==> config.mk <==
export PLATFORM = sky130hd
export DESIGN_NAME = break_min_selector_flat
export DESIGN_NICKNAME = d
export VERILOG_FILES = /design/src/rtl/break_min_selector_if.sv /design/src/rtl/break_min_selector.sv /design/src/flat_wrapper.sv
export SDC_FILE = /design/constraint.sdc
export NUM_CORES = 1
export LEC_CHECK = 0
export ABC_AREA = 1
export ABC_CLOCK_PERIOD_IN_PS = 4360
export CAP_MARGIN = 5
export CORE_MARGIN = 2
export CORE_UTILIZATION = 49
export CTS_CLUSTER_DIAMETER = 120
export CTS_CLUSTER_SIZE = 20
export DETAILED_ROUTE_END_ITERATION = 6
export GPL_TIMING_DRIVEN = 0
export PLACE_DENSITY = 0.82
export SLEW_MARGIN = 30
export SYNTH_ARGS = -nofsm -noshare
export SYNTH_HDL_FRONTEND = slang
export SYNTH_SLANG_ARGS = --single-unit
==> constraint.sdc <==
create_clock -name clk -period 4.36 [get_ports clk]
set_input_delay 0.436 -clock clk [delete_from_list [all_inputs] [get_ports clk]]
set_output_delay 0.436 -clock clk [all_outputs]
set_load 0.05 [all_outputs]
==> src/rtl/break_min_selector_if.sv <==
// break_min_selector_if
//
// Bundles the selection request, the break-value query/response pair and
// the selection result handshake of break_min_selector.
//
// Signals (directions seen from the selector, i.e. the slave modport):
//   start_i        in  : request a new selection
//   lit_vars_i     in  : NUM_LITS packed candidate variable indices
//   noise_thresh_i in  : random-walk probability threshold (x/256)
//   bv_req_o       out : break value requested for cand_var_o
//   cand_var_o     out : variable currently being evaluated
//   bv_valid_i     in  : break_value_i is valid for cand_var_o
//   break_value_i  in  : broken-clause count for cand_var_o
//   sel_valid_o    out : selection result available
//   sel_var_o      out : selected variable to flip
//   sel_random_o   out : selection came from the random-walk path
//   sel_ready_i    in  : consumer accepts the selection
//   busy_o         out : selector is not idle
//
// The master modport is the mirror image, used by whatever drives the
// selector (solver control plus the break value counter).

interface break_min_selector_if #(
    parameter int NUM_CLAUSES = 20,
    parameter int NUM_LITS    = 3,
    parameter int VAR_BITS    = 8
);
    localparam int BV_BITS = $clog2(NUM_CLAUSES);

    logic                         start_i;
    logic [NUM_LITS*VAR_BITS-1:0] lit_vars_i;
    logic [7:0]                   noise_thresh_i;
    logic                         bv_req_o;
    logic [VAR_BITS-1:0]          cand_var_o;
    logic                         bv_valid_i;
    logic [BV_BITS-1:0]           break_value_i;
    logic                         sel_valid_o;
    logic [VAR_BITS-1:0]          sel_var_o;
    logic                         sel_random_o;
    logic                         sel_ready_i;
    logic                         busy_o;

    modport slave (
        input  start_i,
        input  lit_vars_i,
        input  noise_thresh_i,
        output bv_req_o,
        output cand_var_o,
        input  bv_valid_i,
        input  break_value_i,
        output sel_valid_o,
        output sel_var_o,
        output sel_random_o,
        input  sel_ready_i,
        output busy_o
    );

    modport master (
        output start_i,
        output lit_vars_i,
        output noise_thresh_i,
        input  bv_req_o,
        input  cand_var_o,
        output bv_valid_i,
        output break_value_i,
        input  sel_valid_o,
        input  sel_var_o,
        input  sel_random_o,
        output sel_ready_i,
        input  busy_o
    );
endinterface

==> src/rtl/break_min_selector.sv <==
// break_min_selector
//
// WalkSAT-style flip variable selector. For one unsatisfied clause it asks
// the break value counter for the break value of every literal's variable in
// turn, tracks the lowest one (ties keep the earliest literal), and then
// either takes that minimum or, with probability noise_thresh/256, a random
// literal. A literal with break value zero ("freebie") is taken immediately.
//
// Ports:
//   clk    : clock, all state changes on the rising edge
//   reset  : asynchronous, active-low reset
//   bus    : break_min_selector_if.slave carrying the start request, the
//            break-value query/response and the selection result handshake

module break_min_selector #(
    parameter int NUM_CLAUSES = 20,
    parameter int NUM_LITS    = 3,
    parameter int VAR_BITS    = 8
) (
    input logic                clk,
    input logic                reset,
    break_min_selector_if.slave bus
);
    localparam int BV_BITS = $clog2(NUM_CLAUSES);
    localparam int K_BITS  = (NUM_LITS > 1) ? $clog2(NUM_LITS) : 1;

    localparam logic [K_BITS-1:0] K_LAST = K_BITS'(NUM_LITS - 1);

    localparam logic [1:0] S_IDLE   = 2'd0;
    localparam logic [1:0] S_EVAL   = 2'd1;
    localparam logic [1:0] S_DECIDE = 2'd2;
    localparam logic [1:0] S_DONE   = 2'd3;

    logic [1:0]                   state_q,      state_d;
    logic [K_BITS-1:0]            k_q,          k_d;
    logic [BV_BITS-1:0]           best_bv_q,    best_bv_d;
    logic [K_BITS-1:0]            best_k_q,     best_k_d;
    logic [NUM_LITS*VAR_BITS-1:0] lits_q,       lits_d;
    logic [15:0]                  lfsr_q,       lfsr_d;
    logic                         bv_req_q,     bv_req_d;
    logic [VAR_BITS-1:0]          cand_var_q,   cand_var_d;
    logic                         sel_valid_q,  sel_valid_d;
    logic [VAR_BITS-1:0]          sel_var_q,    sel_var_d;
    logic                         sel_random_q, sel_random_d;

    logic              bv_fire;
    logic              sel_fire;
    logic [K_BITS-1:0] rand_k;

    function automatic logic [VAR_BITS-1:0] lit_at(
        input logic [NUM_LITS*VAR_BITS-1:0] lits,
        input logic [K_BITS-1:0]            idx
    );
        return lits[int'(idx)*VAR_BITS +: VAR_BITS];
    endfunction

    // bv_req_o is high exactly while in EVAL, so a valid response in EVAL is
    // always a completed query.
    assign bv_fire  = (state_q == S_EVAL) && bus.bv_valid_i;
    assign sel_fire = sel_valid_q && bus.sel_ready_i;

    // Random-walk candidate index from the upper LFSR byte.
    assign rand_k = K_BITS'(32'(lfsr_q[15:8]) % NUM_LITS);

    // Fibonacci LFSR, taps 16,14,13,11; free-running in every state.
    assign lfsr_d = {lfsr_q[14:0], lfsr_q[15] ^ lfsr_q[13] ^ lfsr_q[12] ^ lfsr_q[10]};

    always_comb begin
        state_d      = state_q;
        k_d          = k_q;
        best_bv_d    = best_bv_q;
        best_k_d     = best_k_q;
        lits_d       = lits_q;
        sel_var_d    = sel_var_q;
        sel_random_d = sel_random_q;

        case (state_q)
            S_IDLE: begin
                if (bus.start_i) begin
                    lits_d    = bus.lit_vars_i;
                    k_d       = '0;
                    best_bv_d = '1;
                    best_k_d  = '0;
                    state_d   = S_EVAL;
                end
            end

            S_EVAL: begin
                if (bv_fire) begin
                    // Strict compare so a tie keeps the earlier literal; the
                    // all-ones start value still loses to an all-ones reply
                    // only by keeping best_k=0, which is the same result.
                    if (bus.break_value_i < best_bv_q) begin
                        best_bv_d = bus.break_value_i;
                        best_k_d  = k_q;
                    end
                    if (bus.break_value_i == '0) begin
                        sel_var_d    = lit_at(lits_q, k_q);
                        sel_random_d = 1'b0;
                        state_d      = S_DONE;
                    end else if (k_q == K_LAST) begin
                        state_d = S_DECIDE;
                    end else begin
                        k_d = k_q + K_BITS'(1);
                    end
                end
            end

            S_DECIDE: begin
                if (lfsr_q[7:0] < bus.noise_thresh_i) begin
                    sel_var_d    = lit_at(lits_q, rand_k);
                    sel_random_d = 1'b1;
                end else begin
                    sel_var_d    = lit_at(lits_q, best_k_q);
                    sel_random_d = 1'b0;
                end
                state_d = S_DONE;
            end

            S_DONE: begin
                if (sel_fire) begin
                    state_d = S_IDLE;
                end
            end

            default: begin
                state_d = S_IDLE;
            end
        endcase
    end

    // Registered outputs. The query side follows the next state so the
    // request appears together with EVAL. sel_valid is registered off the
    // current state instead, so the result is offered one cycle after DONE
    // is entered, once sel_var/sel_random have settled; since it is only
    // ever set while already in DONE it can never overlap bv_req.
    always_comb begin
        bv_req_d    = (state_d == S_EVAL);
        cand_var_d  = (state_d == S_EVAL) ? lit_at(lits_d, k_d) : '0;
        sel_valid_d = (state_q == S_DONE) && !sel_fire;
    end

    always_ff @(posedge clk or negedge reset) begin
        if (!reset) begin
            state_q      <= S_IDLE;
            k_q          <= '0;
            best_bv_q    <= '1;
            best_k_q     <= '0;
            lits_q       <= '0;
            lfsr_q       <= 16'hACE1;
            bv_req_q     <= 1'b0;
            cand_var_q   <= '0;
            sel_valid_q  <= 1'b0;
            sel_var_q    <= '0;
            sel_random_q <= 1'b0;
        end else begin
            state_q      <= state_d;
            k_q          <= k_d;
            best_bv_q    <= best_bv_d;
            best_k_q     <= best_k_d;
            lits_q       <= lits_d;
            lfsr_q       <= lfsr_d;
            bv_req_q     <= bv_req_d;
            cand_var_q   <= cand_var_d;
            sel_valid_q  <= sel_valid_d;
            sel_var_q    <= sel_var_d;
            sel_random_q <= sel_random_d;
        end
    end

    assign bus.bv_req_o     = bv_req_q;
    assign bus.cand_var_o   = cand_var_q;
    assign bus.sel_valid_o  = sel_valid_q;
    assign bus.sel_var_o    = sel_var_q;
    assign bus.sel_random_o = sel_random_q;
    assign bus.busy_o       = (state_q != S_IDLE);

endmodule

==> src/flat_wrapper.sv <==
// flat-port wrapper written by rule: the top's interface ports become plain ports
module break_min_selector_flat 
#(
    parameter int NUM_CLAUSES = 20,
    parameter int NUM_LITS    = 3,
    parameter int VAR_BITS    = 8
)
  (clk, reset, bus_start_i, bus_lit_vars_i, bus_noise_thresh_i, bus_bv_req_o, bus_cand_var_o, bus_bv_valid_i, bus_break_value_i, bus_sel_valid_o, bus_sel_var_o, bus_sel_random_o, bus_sel_ready_i, bus_busy_o);
  break_min_selector_if #(.NUM_CLAUSES(NUM_CLAUSES), .NUM_LITS(NUM_LITS), .VAR_BITS(VAR_BITS)) bus_i ();
  input logic clk;
  input logic reset;
  input wire logic [$bits(bus_i.start_i)-1:0] bus_start_i;
  input wire logic [$bits(bus_i.lit_vars_i)-1:0] bus_lit_vars_i;
  input wire logic [$bits(bus_i.noise_thresh_i)-1:0] bus_noise_thresh_i;
  output wire logic [$bits(bus_i.bv_req_o)-1:0] bus_bv_req_o;
  output wire logic [$bits(bus_i.cand_var_o)-1:0] bus_cand_var_o;
  input wire logic [$bits(bus_i.bv_valid_i)-1:0] bus_bv_valid_i;
  input wire logic [$bits(bus_i.break_value_i)-1:0] bus_break_value_i;
  output wire logic [$bits(bus_i.sel_valid_o)-1:0] bus_sel_valid_o;
  output wire logic [$bits(bus_i.sel_var_o)-1:0] bus_sel_var_o;
  output wire logic [$bits(bus_i.sel_random_o)-1:0] bus_sel_random_o;
  input wire logic [$bits(bus_i.sel_ready_i)-1:0] bus_sel_ready_i;
  output wire logic [$bits(bus_i.busy_o)-1:0] bus_busy_o;
  assign bus_i.start_i = bus_start_i;
  assign bus_i.lit_vars_i = bus_lit_vars_i;
  assign bus_i.noise_thresh_i = bus_noise_thresh_i;
  assign bus_bv_req_o = bus_i.bv_req_o;
  assign bus_cand_var_o = bus_i.cand_var_o;
  assign bus_i.bv_valid_i = bus_bv_valid_i;
  assign bus_i.break_value_i = bus_break_value_i;
  assign bus_sel_valid_o = bus_i.sel_valid_o;
  assign bus_sel_var_o = bus_i.sel_var_o;
  assign bus_sel_random_o = bus_i.sel_random_o;
  assign bus_i.sel_ready_i = bus_sel_ready_i;
  assign bus_busy_o = bus_i.busy_o;
  break_min_selector #(.NUM_CLAUSES(NUM_CLAUSES), .NUM_LITS(NUM_LITS), .VAR_BITS(VAR_BITS)) u_core (.clk(clk), .reset(reset), .bus(bus_i));
endmodule
==> results of run 1 <==
through the flow:
stage	cell area, um^2	utilization (%)	hold WS, ns	TNS, ns	std cells
2_1_floorplan	4011	-	0.1404	0	485
3_3_place_gp	4753	58.74	0.3626	-0.6117	651
3_5_place_dp	4771	58.95	0.3609	-2.165	652
4_1_cts	5029	62.14	0.3748	0	674
5_1_grt	5398	66.70	0.3807	-1.893	688
6_report	5398	66.70	0.3736	-0.09061	688
critical path, delay by kind of cell, from the launching register on:
family        cells  cell delay, ns
xor+xnor          1            0.16
fa+ha+maj         3            0.58
buf+inv           8            0.58
flops             1            0.41
simple gates     27            2.58
layout make-up:
type	count	area [um^2]
fill	622	2695
multi-input combinational	316	2083
sequential	70	1769
timing repair buffer	82	827.0
inverter	88	335.3
tap	105	131.4
clock buffer	9	123.9
clock inverter	7	72.57
buffer	11	55.05
synth_stat cells, types with 2 or more instances:
library cell	n
nand2_1	104
inv_1	82
dfrtp_1	57
o21ai_0	39
nand3_1	35
a21oi_1	26
ha_1	20
nand3_2	14
dfstp_2	13
nor2_1	13
nand2_2	11
clkbuf_1	9
nand4_1	9
mux2_2	8
o211ai_1	7
inv_2	5
nand2_4	4
o21ai_1	3
o22ai_1	3
xor2_1	3
a21boi_0	2
xnor2_1	2
cell usage in the layout, fill, tap and decap left out, types with 2 or more instances in the layout:
master | Yosys | final
nand2_1 | 104 | 81
inv_1 | 82 | 77
clkdlybuf4s50_1 | 0 | 60
dfrtp_1 | 57 | 56
o21ai_0 | 39 | 39
nand2_2 | 11 | 28
a21oi_1 | 26 | 26
nand3_2 | 14 | 24
nand3_1 | 35 | 21
ha_1 | 20 | 17
buf_4 | 0 | 16
nor2_1 | 13 | 13
dfstp_2 | 13 | 13
nand2_4 | 4 | 10
inv_2 | 5 | 9
nand4_1 | 9 | 9
clkbuf_8 | 0 | 9
clkbuf_1 | 9 | 8
mux2_2 | 8 | 8
o211ai_1 | 7 | 7
nand3_4 | 1 | 5
o22ai_1 | 3 | 3
o21ai_1 | 3 | 3
buf_12 | 0 | 3
inv_4 | 1 | 2
a21boi_0 | 2 | 2
xnor2_1 | 2 | 2
xor2_1 | 3 | 2
ha_4 | 0 | 2
clkinvlp_4 | 0 | 2
clkinv_2 | 0 | 2
final timing paths:
check                                           to  cells after the start  slack [ns]         startpoint
max in group asynchronous        u_core.lfsr_q[11]                      3        3.21              reset
min in group asynchronous      u_core.bus.bv_req_o                      2        0.52              reset
max reg2reg                u_core.bus.sel_var_o[3]                     39       -0.06  u_core.lfsr_q[14]
max                        u_core.bus.sel_var_o[3]                     39       -0.06  u_core.lfsr_q[14]
min reg2reg                       u_core.lfsr_q[7]                      0        0.37   u_core.lfsr_q[6]
min                               u_core.lfsr_q[7]                      0        0.37   u_core.lfsr_q[6]
logic make-up (layout without fill, tap and decap cells):
group | Yosys count | in the layout | synth area share [%]
muxes | 8 | 8 | 2.246
buffers and inverters | 99 | 197 | 9.545
xor gates and xnor gates | 5 | 5 | 1.092
adders and majority gates | 20 | 20 | 6.238
and+or+nand+nor | 197 | 197 | 24.80
DFF | 70 | 70 | 44.07
AOI/OAI and AO/OA | 86 | 86 | 12.01
layer usage:
layer  part of all wire (%)  vias to the layer above  track usage (%)
met1                     40                     1737            27.12
met3                    6.2                       26            5.507
met5                      0                        -                0
li1                       -                     1759                -
met4                    2.3                        0            8.937
met2                     51                      127            38.21
timing repair:
| action | CTS | global route |
|---|---|---|
| hold endpoints to repair | 21 | 0 |
| gates resized for setup | 1 | 61 |
| pin swaps | 3 | 37 |
| setup buffers | 5 | 13 |
| cloned | 0 | 1 |
| endpoints found under the setup margin | 8 | 8 |
| hold buffers | 1 | 0 |
state kept, by name, indices dropped and copies added, names as in the netlist:
name / count
u_core.bus.bv_req_o: 1
u_core.bus.sel_var_o: 8
u_core.lits_q: 24
u_core.best_k_q: 2
u_core.bus.cand_var_o: 8
u_core.k_q: 2
u_core.state_q: 2
u_core.bus.sel_random_o: 1
u_core.best_bv_q: 5
u_core.lfsr_q: 16
u_core.bus.sel_valid_o: 1
power breakdown:
| part | total, mW | switching [mW] | internal, mW |
|---|---|---|---|
| clock | 0.535 | 0.270 | 0.265 |
| sequential | 1.01 | 0.101 | 0.910 |
| combinational | 1.80 | 1.17 | 0.632 |
| total | 3.35 | 1.54 | 1.81 |
==> impl_metrics.ini, run 1 <==
[run_status]
status = finished with violations
violations = negative setup slack

[worst_setup_path]
crit_fanout = 6
crit_required_ns = 4.66
cp.arrival_ns = 4.72
slowest_delay_ns = 0.41
cp-start-kind = flop
critPathCaptureType = flop
slowest_stage = dfrtp_2
crit_top_cell = nand2_2
crit_type = reg -> reg

[logic_synthesis]
syn_inst = 485
synth_top_cell_by_area = dfrtp_1
synth.avg_cell_area_um2 = 8.271
syn_nets = 547
synthArstFlopShare_pct = 100.0
ys_types = 38
ys_seq_elements = 70
netlist_area_um2 = 4011
synth_edf_count = 0
synth_area_leaders = dfrtp_1 36%, nand2_1 9.7%, dfstp_2 8.5%, inv_1 7.7%, ha_1 6.2%
yosys_warnings = 0
ys.flop_type = dfrtp_1
yosysTopAreaCellShare_pct = 35.56
seq_area_frac_synth_pct = 44.07

[power]
powerDensity_nw_per_um2 = 620.4
power_mw = 3.349
leakage_nw = 2.700
ir_drop_uv = 410.3

[cts]
cts.sinks = 70
htreeDepth = 3
path_clk_slew_ns = 0.07
cts_root_buf = clkbuf_8
cts_buffer_depth = 2
cts_buffers = 9
cts_tree = yes
clk-insertion-delay-late_ns = 0.37

[hold_path]
min_path_type = reg -> reg

[final_layout]
layout-drive-gt1-share_pct = 25.56
area_delta_synth_final_pct = 34.56
nNetsFinal = 640
diodes = 0

[route]
route.detailed.drc = 0
drtPass1Iterations = 4
vias_per_cell = 5.304
wl_mm = 10.14
drtIter0Drc = 161
postRouteAntennaNets = 0
wire_per_inst_um = 14.74
dr_total_vias = 3649

[timing]
setup_ws_ns = -0.05640
fin_crit_sh_pct = 101.3
tightestPinTransition_ns = 0.8954
max_freq_mhz = 226.4
min_period_ns = 4.416
max_slew_margin_pct = 40.05
finalClockSkew_ns = 0.01126
rsz0062_at_grt = true
drv_slew = 0
hold_viol = 0
setup_viol = 3

[floorplanning]
core_um2 = 8093
io_pins = 62
start_util_pct = 49.57
die_x_um = 94.48
core.rowCount = 33
die_y_um = 94.48
fp.dieArea_um2 = 8926

[place]
dpl.hpwl_mm = 6.900
gp_congestion = 0.9091
dp_slack_ns = -0.2839
numPortBuffers = 61

[grt]
grt_pass1_wl_mm = 15.50
grt_max_degree = 45
antenna_found_initial = 0
grt_usage_pct = 22.34
grt_pass1_vias = 3575
grt-ovfl-total = 0

[flow_run]
timing.max_cap.violations = 0
No activity file was read; power rests on OpenSTA's default activity.
==> inputs of run 2 (changes only) <==
- CORE_ASPECT_RATIO: unset -> 2
==> impl_metrics.ini, run 2 (synthesis results as in run 1) <==
[floorplanning]
fp.dieArea_um2 = 8970
io_pins = 62
start_util_pct = 50.50
die_y_um = 132.0
core.rowCount = 46
die_x_um = 67.98
core_um2 = 7943

[timing]
fin_crit_sh_pct = 95.88
hold_slack_ns = 0.002537
drv_slew = 0
max_freq_mhz = 239.2
hold_viol = 0
tightestPinTransition_ns = 0.9453
rsz0062_at_grt = true
min_period_ns = 4.180
setup_viol = 0
finalClockSkew_ns = 0.004045
max_slew_margin_pct = 36.98

[grt]
grt_pass1_wl_mm = 16.54
antenna_found_initial = 0
grt-ovfl-total = 0
grt_max_degree = 48
grt_usage_pct = 24.19
grt_pass1_vias = 3730

[run_status]
status = complete, no violations

[power]
powerDensity_nw_per_um2 = 639.3
leakage_nw = 2.709
ir_drop_uv = 651.6

[route]
route.detailed.drc = 0
dr_total_vias = 3701
vias_per_cell = 5.467
postRouteAntennaNets = 0
wire_per_inst_um = 15.45
drtPass1Iterations = 4
wl_mm = 10.46
drtIter0Drc = 190

[worst_setup_path]
r2r_start = u_core.lfsr_q[15]
r2r_cells = 37
crit_top_cell = nand3_2
cp.arrival_ns = 4.45
r2r_end = u_core.bus.sel_var_o[5]
critPathCaptureType = flop
slowest_stage = dfstp_2
crit_family = simple AND/OR/NAND/NOR gates
crit_buf_inv = 5
crit_required_ns = 4.63
crit_type = reg -> reg
slowest_delay_ns = 0.55
r2r_slack_ns = 0.18
cp-start-kind = flop
crit_fanout = 16

[cts]
cts.sinks = 70
cts_buffers = 9
cts_tree = yes
clk-insertion-delay-late_ns = 0.33
path_clk_slew_ns = 0.05
cts_root_buf = clkbuf_16
cts_buffer_depth = 2
htreeDepth = 3

[final_layout]
layout_common_cells = 96 x nand2_1, 77 x inv_1, 60 x clkdlybuf4s50_1
seqCellArea_um2 = 1769
fin_util_pct = 67.88
largest_register_ffs = 24
nNetsFinal = 638
reg_top3 = u_core.lits_q (24), u_core.lfsr_q (16)
diodes = 0
multi_input_area_um2 = 2029
final-instance-count-excl-fill = 677
layout-drive-gt1-share_pct = 22.38
area_delta_synth_final_pct = 34.40
nFillCells = 609
regMostFlops = u_core.lits_q
fin_area_um2 = 5391
final_common_cell = nand2_1

[flow_run]
timing.max_cap.violations = 0

[place]
numPortBuffers = 61
placedInstanceArea_um2 = 4767
dpl.hpwl_mm = 7.426
dp_cells = 643
gp_congestion = 0.8914

[hold_path]
min_path_type = in -> async
[run 2: cell count changes in the layout (fill, tap and decap cells not counted), sizes merged]
cell	change
dlygate4sd3	-1
clkbuf	+3
clkinv	-2
clkinvlp	-1
inv	-1
[run 2: layout make-up]
cell class / instances / share of cell area (%)
buffer: 9 / 0.6498
clock buffer: 13 / 4.827
clock inverter: 3 / 0.7890
inverter: 88 / 6.266
multi-input combinational: 316 / 37.64
sequential: 70 / 32.82
tap: 96 / 2.228
timing repair buffer: 82 / 14.78
[run 2: per-stage QoR]
| stage | power, mW | setup WS [ns] | TNS, ns |
|---|---|---|---|
| after global placement | 2.558 | -0.1066 | -0.7296 |
| after floorplan | 2.102 | 0.2457 | 0 |
| after global routing | 3.658 | -0.1140 | -0.8139 |
| after detailed placement | 2.616 | -0.3063 | -2.302 |
| final | 3.447 | 0.1798 | 0 |
| after CTS | 3.372 | 0.01225 | 0 |
[run 2: worst max-delay path by stage]
stage | startpoint | to | slack, ns | cells after the start
floorplan | u_core.lfsr_q[15] | u_core.bus.sel_var_o[0] | 0.25 | 41
global placement | u_core.lfsr_q[15] | u_core.bus.sel_var_o[6] | -0.11 | 38
detailed placement | u_core.lfsr_q[15] | u_core.bus.sel_var_o[5] | -0.31 | 38
CTS | u_core.lfsr_q[14] | u_core.bus.sel_var_o[5] | 0.01 | 36
global route | u_core.lfsr_q[15] | u_core.bus.sel_var_o[0] | -0.11 | 36
finish | u_core.lfsr_q[15] | u_core.bus.sel_var_o[5] | 0.18 | 37
[run 2: repair_timing]
item,in CTS,in global routing
endpoints found under the hold margin,0,0
pin swaps,10,27
setup endpoints to repair,8,8
resized for setup,13,31
hold buffers,0,0
cloned,0,0
setup buffers,8,11
[run 2: per-layer routing]
| layer | global-route usage (%) | vias to the layer above | part of all wire, % |
|---|---|---|---|
| met5 | 0 | - | 0 |
| met4 | 13.89 | 0 | 4.4 |
| met3 | 3.672 | 37 | 3.1 |
| met2 | 44.23 | 108 | 59 |
| met1 | 24.19 | 1803 | 33 |
| li1 | - | 1753 | - |
[run 2: power by group]
group / internal, mW / total (mW) / switching (mW)
Combinational: 0.569 / 1.70 / 1.13
Clock: 0.473 / 0.734 / 0.261
Sequential: 0.912 / 1.01 / 0.102
